### config.mk
export PLATFORM = sky130hd
export DESIGN_NAME = conv3x3_engine
export DESIGN_NICKNAME = d
export VERILOG_FILES = /design/src/rtl/conv_pkg.sv /design/src/rtl/conv_mac.sv /design/src/rtl/conv3x3_engine.sv
export SDC_FILE = /design/constraint.sdc
export NUM_CORES = 2
export LEC_CHECK = 0
export BUFFER_PORTS_ARGS = -buffer_cell sky130_fd_sc_hd__buf_2
export CORE_UTILIZATION = 50
export CTS_BUF_LIST = sky130_fd_sc_hd__clkbuf_4 sky130_fd_sc_hd__clkbuf_8
export DETAILED_ROUTE_END_ITERATION = 8
export PLACE_DENSITY = 0.66
export SYNTH_ARGS = -nofsm -noshare
export SYNTH_HDL_FRONTEND = slang
export SYNTH_HIERARCHICAL = 1
export SYNTH_SLANG_ARGS = --single-unit
### constraint.sdc
create_clock -name clk -period 10.9 [get_ports clk]
set_input_delay 2.18 -clock clk [delete_from_list [all_inputs] [get_ports clk]]
set_output_delay 2.18 -clock clk [all_outputs]
set_load 0.005 [all_outputs]
### src/rtl/conv_pkg.sv
// Shared types and helpers for the 3x3 convolution engine.
// Latency: n/a (types, constants and a pure function only).
// Backpressure: n/a.
package conv_pkg;

    typedef enum logic [2:0] {
        IDLE     = 3'd0,
        LOAD_W   = 3'd1,
        LOAD_IMG = 3'd2,
        MAC      = 3'd3,
        EMIT     = 3'd4,
        DONE     = 3'd5
    } state_t;

    localparam int K     = 3;
    localparam int KTAPS = K * K;
    localparam int ACC_W = 36;

    // Drop the fractional weight bits, then clamp anything above 16 bits to all-ones.
    function automatic logic [15:0] sat_shift(input logic [ACC_W-1:0] acc, input int frac);
        logic [ACC_W-1:0] s;
        s = acc >> frac;
        if (|s[ACC_W-1:16]) begin
            return 16'hFFFF;
        end
        return s[15:0];
    endfunction

endpackage

### src/rtl/conv_mac.sv
// Single multiply-accumulator: 16x16 product into a 36-bit unsigned accumulator.
// Latency: one cycle per tap; o_sat reflects the accumulator combinationally.
// Backpressure: none; the caller sequences i_clr / i_en.
module conv_mac
    import conv_pkg::*;
#(
    parameter int FRAC = 8
) (
    input  logic        clk,
    input  logic        reset_n,
    input  logic        i_clr,
    input  logic        i_en,
    input  logic [15:0] i_a,
    input  logic [15:0] i_b,
    output logic [15:0] o_sat
);

    logic [ACC_W-1:0] r_acc;
    logic [31:0]      w_prod;

    assign w_prod = 32'(i_a) * 32'(i_b);

    // Accumulator: clear wins over accumulate so an EMIT cycle always starts the next window clean.
    always_ff @(posedge clk or negedge reset_n) begin
        if (!reset_n) begin
            r_acc <= '0;
        end else if (i_clr) begin
            r_acc <= '0;
        end else if (i_en) begin
            r_acc <= r_acc + ACC_W'(w_prod);
        end
    end

    assign o_sat = sat_shift(r_acc, FRAC);

endmodule

### src/rtl/conv3x3_engine.sv
// 3x3 valid convolution over an IMG x IMG map, kernel and pixels loaded over one 16-bit stream.
// Latency: 9 MAC cycles + 1 EMIT cycle per output; first strobe 10 cycles after the last pixel.
// Backpressure: none on output; din_valid gaps simply stall loading.
module conv3x3_engine
    import conv_pkg::*;
#(
    parameter int IMG  = 8,
    parameter int FRAC = 8
) (
    input  logic        clk,
    input  logic        reset_n,
    input  logic        start,
    input  logic        din_valid,
    input  logic [15:0] din,
    output logic [15:0] conv_out,
    output logic        conv_valid,
    output logic        busy,
    output logic        done_conv
);

    localparam int OUT   = IMG - K + 1;
    localparam int PIX_N = IMG * IMG;
    localparam int PIX_W = $clog2(PIX_N);
    localparam int RC_W  = $clog2(IMG);

    localparam logic [3:0]       LAST_W   = 4'(KTAPS - 1);
    localparam logic [PIX_W-1:0] LAST_PIX = PIX_W'(PIX_N - 1);
    localparam logic [RC_W-1:0]  LAST_RC  = RC_W'(OUT - 1);
    localparam logic [1:0]       LAST_K   = 2'(K - 1);

    state_t           r_state;
    state_t           w_state_nxt;
    logic [3:0]       r_widx;
    logic [PIX_W-1:0] r_pidx;
    logic [1:0]       r_kr;
    logic [1:0]       r_kc;
    logic [RC_W-1:0]  r_orow;
    logic [RC_W-1:0]  r_ocol;

    logic [15:0]      r_w   [KTAPS];
    logic [15:0]      r_pix [PIX_N];

    logic [15:0]      r_conv_out;
    logic             r_conv_valid;
    logic             r_done_conv;

    logic             w_mac_clr;
    logic             w_mac_en;
    logic             w_busy;
    logic             w_last_tap;
    logic             w_last_out;
    logic [PIX_W-1:0] w_paddr;
    logic [3:0]       w_kidx;
    logic [15:0]      w_sat;

    assign w_last_tap = (r_kr == LAST_K) && (r_kc == LAST_K);
    assign w_last_out = (r_orow == LAST_RC) && (r_ocol == LAST_RC);
    assign w_paddr    = PIX_W'((int'(r_orow) + int'(r_kr)) * IMG + int'(r_ocol) + int'(r_kc));
    assign w_kidx     = 4'(int'(r_kr) * K + int'(r_kc));

    // State register.
    always_ff @(posedge clk or negedge reset_n) begin
        if (!reset_n) begin
            r_state <= IDLE;
        end else begin
            r_state <= w_state_nxt;
        end
    end

    // Next-state logic and MAC sequencing strobes.
    always_comb begin
        w_state_nxt = r_state;
        w_mac_clr   = 1'b0;
        w_mac_en    = 1'b0;
        w_busy      = 1'b0;
        case (r_state)
            IDLE, DONE: begin
                if (start) begin
                    w_state_nxt = LOAD_W;
                end
            end
            LOAD_W: begin
                w_busy = 1'b1;
                if (din_valid && (r_widx == LAST_W)) begin
                    w_state_nxt = LOAD_IMG;
                end
            end
            LOAD_IMG: begin
                w_busy = 1'b1;
                if (din_valid && (r_pidx == LAST_PIX)) begin
                    w_state_nxt = MAC;
                    w_mac_clr   = 1'b1;
                end
            end
            MAC: begin
                w_busy   = 1'b1;
                w_mac_en = 1'b1;
                if (w_last_tap) begin
                    w_state_nxt = EMIT;
                end
            end
            EMIT: begin
                w_busy      = 1'b1;
                w_mac_clr   = 1'b1;
                w_state_nxt = w_last_out ? DONE : MAC;
            end
            default: begin
                w_state_nxt = IDLE;
            end
        endcase
    end

    // Load indices, kernel tap counters and output position; all rewound when a frame starts.
    always_ff @(posedge clk or negedge reset_n) begin
        if (!reset_n) begin
            r_widx <= '0;
            r_pidx <= '0;
            r_kr   <= '0;
            r_kc   <= '0;
            r_orow <= '0;
            r_ocol <= '0;
        end else begin
            case (r_state)
                IDLE, DONE: begin
                    if (start) begin
                        r_widx <= '0;
                        r_pidx <= '0;
                        r_kr   <= '0;
                        r_kc   <= '0;
                        r_orow <= '0;
                        r_ocol <= '0;
                    end
                end
                LOAD_W: begin
                    if (din_valid) begin
                        r_widx <= r_widx + 4'd1;
                    end
                end
                LOAD_IMG: begin
                    if (din_valid) begin
                        r_pidx <= r_pidx + PIX_W'(1);
                    end
                end
                MAC: begin
                    if (r_kc == LAST_K) begin
                        r_kc <= '0;
                        r_kr <= (r_kr == LAST_K) ? 2'd0 : r_kr + 2'd1;
                    end else begin
                        r_kc <= r_kc + 2'd1;
                    end
                end
                EMIT: begin
                    r_kr <= '0;
                    r_kc <= '0;
                    if (r_ocol == LAST_RC) begin
                        r_ocol <= '0;
                        r_orow <= r_orow + RC_W'(1);
                    end else begin
                        r_ocol <= r_ocol + RC_W'(1);
                    end
                end
                default: ;
            endcase
        end
    end

    // Kernel and pixel storage; contents are irrelevant until a full load has happened.
    always_ff @(posedge clk) begin
        if ((r_state == LOAD_W) && din_valid) begin
            r_w[r_widx] <= din;
        end
        if ((r_state == LOAD_IMG) && din_valid) begin
            r_pix[r_pidx] <= din;
        end
    end

    conv_mac #(
        .FRAC (FRAC)
    ) u_mac (
        .clk     (clk),
        .reset_n (reset_n),
        .i_clr   (w_mac_clr),
        .i_en    (w_mac_en),
        .i_a     (r_pix[w_paddr]),
        .i_b     (r_w[w_kidx]),
        .o_sat   (w_sat)
    );

    // Registered outputs: strobe and result captured from the finished window; done follows DONE by a cycle.
    always_ff @(posedge clk or negedge reset_n) begin
        if (!reset_n) begin
            r_conv_out   <= '0;
            r_conv_valid <= 1'b0;
            r_done_conv  <= 1'b0;
        end else begin
            r_conv_valid <= (r_state == EMIT);
            if (r_state == EMIT) begin
                r_conv_out <= w_sat;
            end
            r_done_conv <= (r_state == DONE) && !start;
        end
    end

    assign conv_out   = r_conv_out;
    assign conv_valid = r_conv_valid;
    assign busy       = w_busy;
    assign done_conv  = r_done_conv;

endmodule
---- Word level (Yosys, flattened, before mapping) ----
Memories as Yosys holds them, arrays and structs flattened.
Cells that the tools add are included.
cells by class
  div/mod/pow operators ................... 0
  bitwise operators ....................... 0
  shift-type cells ........................ 0
  add/subtract/negate cells ............... 11
  muxes and demuxes ....................... 36
  multipliers ............................. 2
  reductions and logical operators ........ 24
  $lt $le $gt $ge ......................... 0
  equal/unequal tests ..................... 19
operators with widths
  kind                                         number
  two-way mux 36 bit                           2
  adder 36 x 32 -> 36 bit                      1
  multiplier 16 x 16 -> 32 bit                 1
  two-way mux 16 bit                           2
  two-way mux 3 bit                            8
  != test 2 bit, second input constant         8
  case mux 3 bit (5 select lines)              1
  == test 3 bit, second input constant         4
  two-way mux 6 bit                            2
  case mux 2 bit (3 select lines)              2
  case mux 3 bit (2 select lines)              2
  case mux 6 bit (2 select lines)              1
  AND reduction 3 bit                          4
  OR reduction 12 bit                          1
  two-way mux 1 bit                            8
  two-way mux 2 bit                            4
  two-way mux 4 bit                            2
  case mux 4 bit (2 select lines)              1
  nonzero test 2 bit                           4
  logical AND 1 bit                            7
  adder 3 x 1 -> 3 bit, second input constant  2
  adder 6 x 1 -> 6 bit, second input constant  1
  adder 6 x 2 -> 6 bit                         1
  adder 6 x 3 -> 6 bit                         1
  18 further kinds                             22
storage, ports and cells
  register bits ........................... 77
  memory bits (read-only) ................. 0
  output and inout bits ................... 19
  memories ................................ 2
  bits in latches ......................... 0
  RAM bits ................................ 1,168
  logic and storage cells ................. 105
  input bits .............................. 20
memory list
  memory  depth  width  read ports  clocked after memory_dff  wr ports  RTL line              text
  r_pix   64     16     1           0                         1         conv3x3_engine.sv:41  logic [15:0] r_pix [PIX_N];
  r_w     9      16     1           0                         1         conv3x3_engine.sv:40  logic [15:0] r_w [KTAPS];

---- Logic depth before layout (Yosys ltp) ----
An unclocked memory read counts as a cell.
  word-level depth ........................ 8
  gate-level depth with buffers ........... 34

---- Hierarchy ----
The synthesis kept the hierarchy.
by module, submodules not included
  module          area each (um^2)  cells each  instances
  conv3x3_engine  46,947.5          2,161       1
  conv_mac        11,498.5          1,315       1

---- Least setup slack after synthesis ----
Ideal clock, no wire load.
  kind .................................... reg2reg
  start ................................... register r_kr[1]
  end ..................................... register u_mac.r_acc[35]
  cell stages (with the launch flop) ...... 33
  setup slack ............................. 2.293 ns
  arrival ................................. 8.482 ns
  path through ............................ dfrtp_1 -> inv_1 -> fa_1 -> inv_1 -> ha_1 -> inv_1 -> fa_1 -> buf_1 -> clkbuf_1 -> mux2i_1 -> a21oi_1 -> clkbuf_1 -> nand2_1 -> fa_1 -> inv_1 -> fa_1 -> inv_1 -> fa_1 -> inv_1 -> fa_1 -> fa_1 -> inv_1 -> fa_1 -> inv_1 -> ha_1 -> a21o_1 -> a21oi_1 -> nor2b_1 -> a211o_1 -> a41oi_1 -> o21ai_0 -> a21oi_1 -> mux2_2
between the ends
  cells in the longest elaborated chain, start to end .. 8
ends and longest elaborated chain
  item                            RTL line               text
  start, declared                 conv3x3_engine.sv:35   logic [1:0] r_kr;
  start signal, assigned          conv3x3_engine.sv:147  r_kr <= (r_kr == LAST_K) ? 2'd0 : r_kr + 2'd1;
  adder 3 x 2 -> 3 bit            conv3x3_engine.sv:58   assign w_paddr = PIX_W'((int'(r_orow) + int'(r_kr)) * IMG + int'(r_ocol) + int'(r_kc));
  adder 6 x 3 -> 6 bit            conv3x3_engine.sv:58
  adder 6 x 2 -> 6 bit            conv3x3_engine.sv:58
  memory read (64 x 16 bit)       -
  multiplier 16 x 16 -> 32 bit *  conv_mac.sv:21         assign w_prod = 32'(i_a) * 32'(i_b);
  adder 36 x 32 -> 36 bit *       conv_mac.sv:30         r_acc <= r_acc + ACC_W'(w_prod);
  two-way mux 36 bit *            conv_mac.sv:29         end else if (i_en) begin
  two-way mux 36 bit *            conv_mac.sv:27         end else if (i_clr) begin
  end signal, assigned            conv_mac.sv:30
  end, declared                   conv_mac.sv:18         logic [ACC_W-1:0] r_acc;
Every way passes the cells marked *; elsewhere a longest branch is shown, timed or not. The select of a mux whose other input is x is not followed.
A chain may end at the register's enable or synchronous reset.

---- Worst setup path in the final report ----
  start ................................... register r_kc[0]
  end ..................................... register u_mac.r_acc[30]
between the ends
  cells in the longest elaborated chain, start to end .. 6
ends and longest elaborated chain
  item                                                                          RTL line                                    text
  start, declared                                                               conv3x3_engine.sv:36                        logic [1:0] r_kc;
  start signal, assigned                                                        conv3x3_engine.sv:149                       r_kc <= r_kc + 2'd1;
  adder 6 x 2 -> 6 bit / adder 4 x 2 -> 4 bit (equally long branches)           conv3x3_engine.sv:58, conv3x3_engine.sv:59
  memory read (64 x 16 bit) / memory read (9 x 16 bit) (equally long branches)  -
  multiplier 16 x 16 -> 32 bit *                                                conv_mac.sv:21
  adder 36 x 32 -> 36 bit *                                                     conv_mac.sv:30
  two-way mux 36 bit *                                                          conv_mac.sv:29
  two-way mux 36 bit *                                                          conv_mac.sv:27
Marks and branches as above.

==> impl_metrics.yaml <==
worst_setup_path:
  cp_slowest_cell: "fa_4"
  crit_path_frequent_cell: "fa_1"
  slowest_delay_ns: 1.01
  worstPathMaxFanout: 45
  cp.required_ns: 11.65
  critPathKind: "reg2reg"
  critPathLaunchType: "register"
  critPathCaptureType: "register"
  cp_data_arrival_time_ns: 11.08
route:
  viasPerCell: 5.77
  via_count: 31000
  drtPass1Iterations: 5
  ant_nets: 0
  wire_per_inst_um: 25.2
  drt-total-wl_um: 135000
  drc: 0
  drt_iter0_markers: 2412
logic_synthesis:
  syn-num-nets: 3851
  ys_seq_area_frac: 0.633
  synth_edf_count: 1168
  netlist-cell-type-count: 74
  syn-cell-area_um2: 58400
  async_reset_ff_frac: 0.0618
  synthFlopType: "edfxtp_1"
  yosysWarnings: 6
  yosys_register_bits: 1245
  syn_area_per_cell_um2: 16.8
  syn_inst: 3476
clocking:
  cts.sinks: 1245
  cts_tree: "yes"
  cts_made_buffers: 195
  ctsHoldBuffers: 0
  cts_setup_buffers: 0
  path_clk_slew_ns: 0.06
  htreeDepth: 4
  clockBufferDepth: 3
  clk_latency_ns: 0.90
  postCtsResizedCells: 0
  root_buffer: "clkbuf_8"
grt:
  antenna_found_initial: 2
  grt_remaining_overflow: 0
  grt_max_degree: 74
  grt_pass1_vias: 32300
  grt_pass1_wl_um: 204000
  grt_use_total: 0.235
timing:
  rsz0062_at_grt: "no"
  max_slew_margin: 0.214
  finalSetupTns_ns: 0
  max_clock_freq_mhz: 96.8
  drv_slew: 0
  period_share: 0.948
  min_period_ns: 10.33
  setup_viol: 0
  finalHoldViolations: 0
  skew_ns: 0.0623
  worst_pin_slew_ns: 1.17
finish:
  n_fill_cell: 9000
  drive_above_1_share: 0.209
  nets: 4069
  area_growth_pct: 11.1
hold_path:
  hold_class: "reg2reg"
floorplanning:
  core_um2: 116000
  die_w_um: 344
  dieHeight_um: 344
  io-pin-count: 39
  dieArea_um2: 118000
  start_util: 0.504
  num_rows: 125
place:
  routabilityCongestion: 0.819
  dp_hpwl_um: 84900
  portBuffers: 38
flow_run:
  cap_violations: 0
status:
  status: "completed"
## kinds of logic (layout without fill, tap and decap cells)
| kind of cell | Yosys count | in the layout | synth area share |
|---|---|---|---|
| flops | 1245 | 1245 | 0.633 |
| buf+inv | 516 | 889 | 0.0360 |
| compound gates | 234 | 234 | 0.0268 |
| mux | 458 | 458 | 0.140 |
| simple gates | 637 | 637 | 0.0536 |
| xor+xnor | 31 | 31 | 0.00477 |
| other cells | 0 | 4 | 0 |
| fa+ha+maj | 355 | 355 | 0.106 |
## critical path: cells and delay by family, from the launching register on
| kind | cells | cell delay, ns |
|---|---|---|
| buffers and inverters | 7 | 0.82 |
| and+or+nand+nor | 6 | 2.88 |
| DFF | 1 | 0.48 |
| adders and majority gates | 9 | 4.53 |
| muxes | 2 | 0.46 |
| AOI/OAI and AO/OA | 4 | 0.95 |
## worst paths after layout
check                      slack (ns)  cells past startpoint                     endpoint               startpoint
max reg2reg                      0.57                     28  u_mac/r_acc[30]$_DFFE_PN0P_      r_kc[0]$_DFFE_PN0P_
max                              0.57                     28  u_mac/r_acc[30]$_DFFE_PN0P_      r_kc[0]$_DFFE_PN0P_
max in group asynchronous        8.60                      2     conv_out[12]$_DFFE_PN0P_                  reset_n
min                              0.47                      2      conv_out[1]$_DFFE_PN0P_  conv_out[1]$_DFFE_PN0P_
min in group asynchronous        1.26                      1       r_state[0]$_DFFE_PN0P_                  reset_n
min reg2reg                      0.47                      2      conv_out[1]$_DFFE_PN0P_  conv_out[1]$_DFFE_PN0P_
## cell type report
| class | count | area [µm²] | area share |
|---|---|---|---|
| Sequential cell | 1245 | 37000 | 0.570 |
| Clock inverter | 93 | 658 | 0.0101 |
| Inverter | 358 | 1340 | 0.0207 |
| Tap cell | 1524 | 1910 | 0.0294 |
| Timing Repair Buffer | 179 | 1410 | 0.0218 |
| Multi-Input combinational cell | 1715 | 19400 | 0.299 |
| Clock buffer | 259 | 3160 | 0.0487 |
| Antenna cell | 4 | 10.0 | 0.000154 |
## routing by layer
metal / wire length, µm / up-vias / GRT usage
met1: 56600 / 16300 / 0.318
met4: 2830 / 2 / 0.0658
met2: 67300 / 1071 / 0.391
li1: - / 13400 / -
met5: 13 / - / 0
met3: 8750 / 205 / 0.0431
## cell usage in the layout, fill, tap and decap left out, types with 18 or more instances in the layout
cell      count
ha_1        123
clkbuf_8    195
mux4_2      288
buf_4       129
and2_1      135
fa_1        229
clkbuf_4     64
dfrtp_1      77
nand2_1     227
nand4_1      18
buf_2        37
inv_1       357
a21o_1       19
o22ai_1      60
clkinv_1     51
edfxtp_1   1168
a21oi_1      51
clkinv_2     21
nor2_1      143
o21ai_0      21
mux2i_1     165
## sequential cells by signal, summed over array words and instances (netlist names)
signal and count:
r_state 3, done_conv 1, r_ocol 3, r_widx 4, r_pix 1024, r_kr 2, r_kc 2, conv_out 16
u_mac/r_acc 36, r_w 144, r_pidx 6, r_orow 3, conv_valid 1
## synthesized netlist by cell type (6+ instances only)
| cell type | count | share of area |
|---|---|---|
| edfxtp_1 | 1168 | 0.60 |
| inv_1 | 358 | 0.023 |
| mux4_2 | 288 | 0.11 |
| fa_1 | 230 | 0.079 |
| nand2_1 | 227 | 0.015 |
| mux2i_1 | 165 | 0.028 |
| nor2_1 | 143 | 0.0092 |
| and2_1 | 135 | 0.014 |
| ha_1 | 125 | 0.027 |
| clkbuf_1 | 98 | 0.0063 |
| dfrtp_1 | 77 | 0.033 |
| o22ai_1 | 60 | 0.0064 |
| a21oi_1 | 53 | 0.0045 |
| buf_2 | 34 | 0.0029 |
| o21ai_0 | 21 | 0.0018 |
| a21o_1 | 19 | 0.0024 |
| nand4_1 | 18 | 0.0019 |
| nand3_1 | 16 | 0.0014 |
| xnor2_1 | 16 | 0.0024 |
| or4_1 | 15 | 0.0019 |
| xor2_1 | 14 | 0.0021 |
| buf_6 | 13 | 0.0025 |
| nor2b_1 | 11 | 0.0012 |
| nand2b_1 | 8 | 0.00086 |
| or2_2 | 8 | 0.00086 |
| a211oi_1 | 7 | 0.00090 |
| and3_1 | 7 | 0.00075 |
| buf_4 | 7 | 0.00090 |
| o21bai_1 | 7 | 0.00090 |
| a22o_1 | 6 | 0.00090 |
| nor3_1 | 6 | 0.00051 |
| nor4_1 | 6 | 0.00064 |
| o21a_1 | 6 | 0.00077 |
| o31ai_1 | 6 | 0.00077 |
## per-stage QoR
stage	setup WS [ns]	util	cells	area, µm²	hold WS, ns
floorplan	2.29	-	3476	58400	0.470
global placement	0.730	0.526	5021	61100	0.456
detailed placement	0.640	0.526	5021	61100	0.460
CTS	0.630	0.559	5373	64900	0.473
global route	0.0548	0.559	5374	64900	0.506
finish	0.567	0.559	5377	64900	0.467
Power is not shown: default switching activity piles up to over one toggle a cycle in this logic, so the estimate is an artifact.
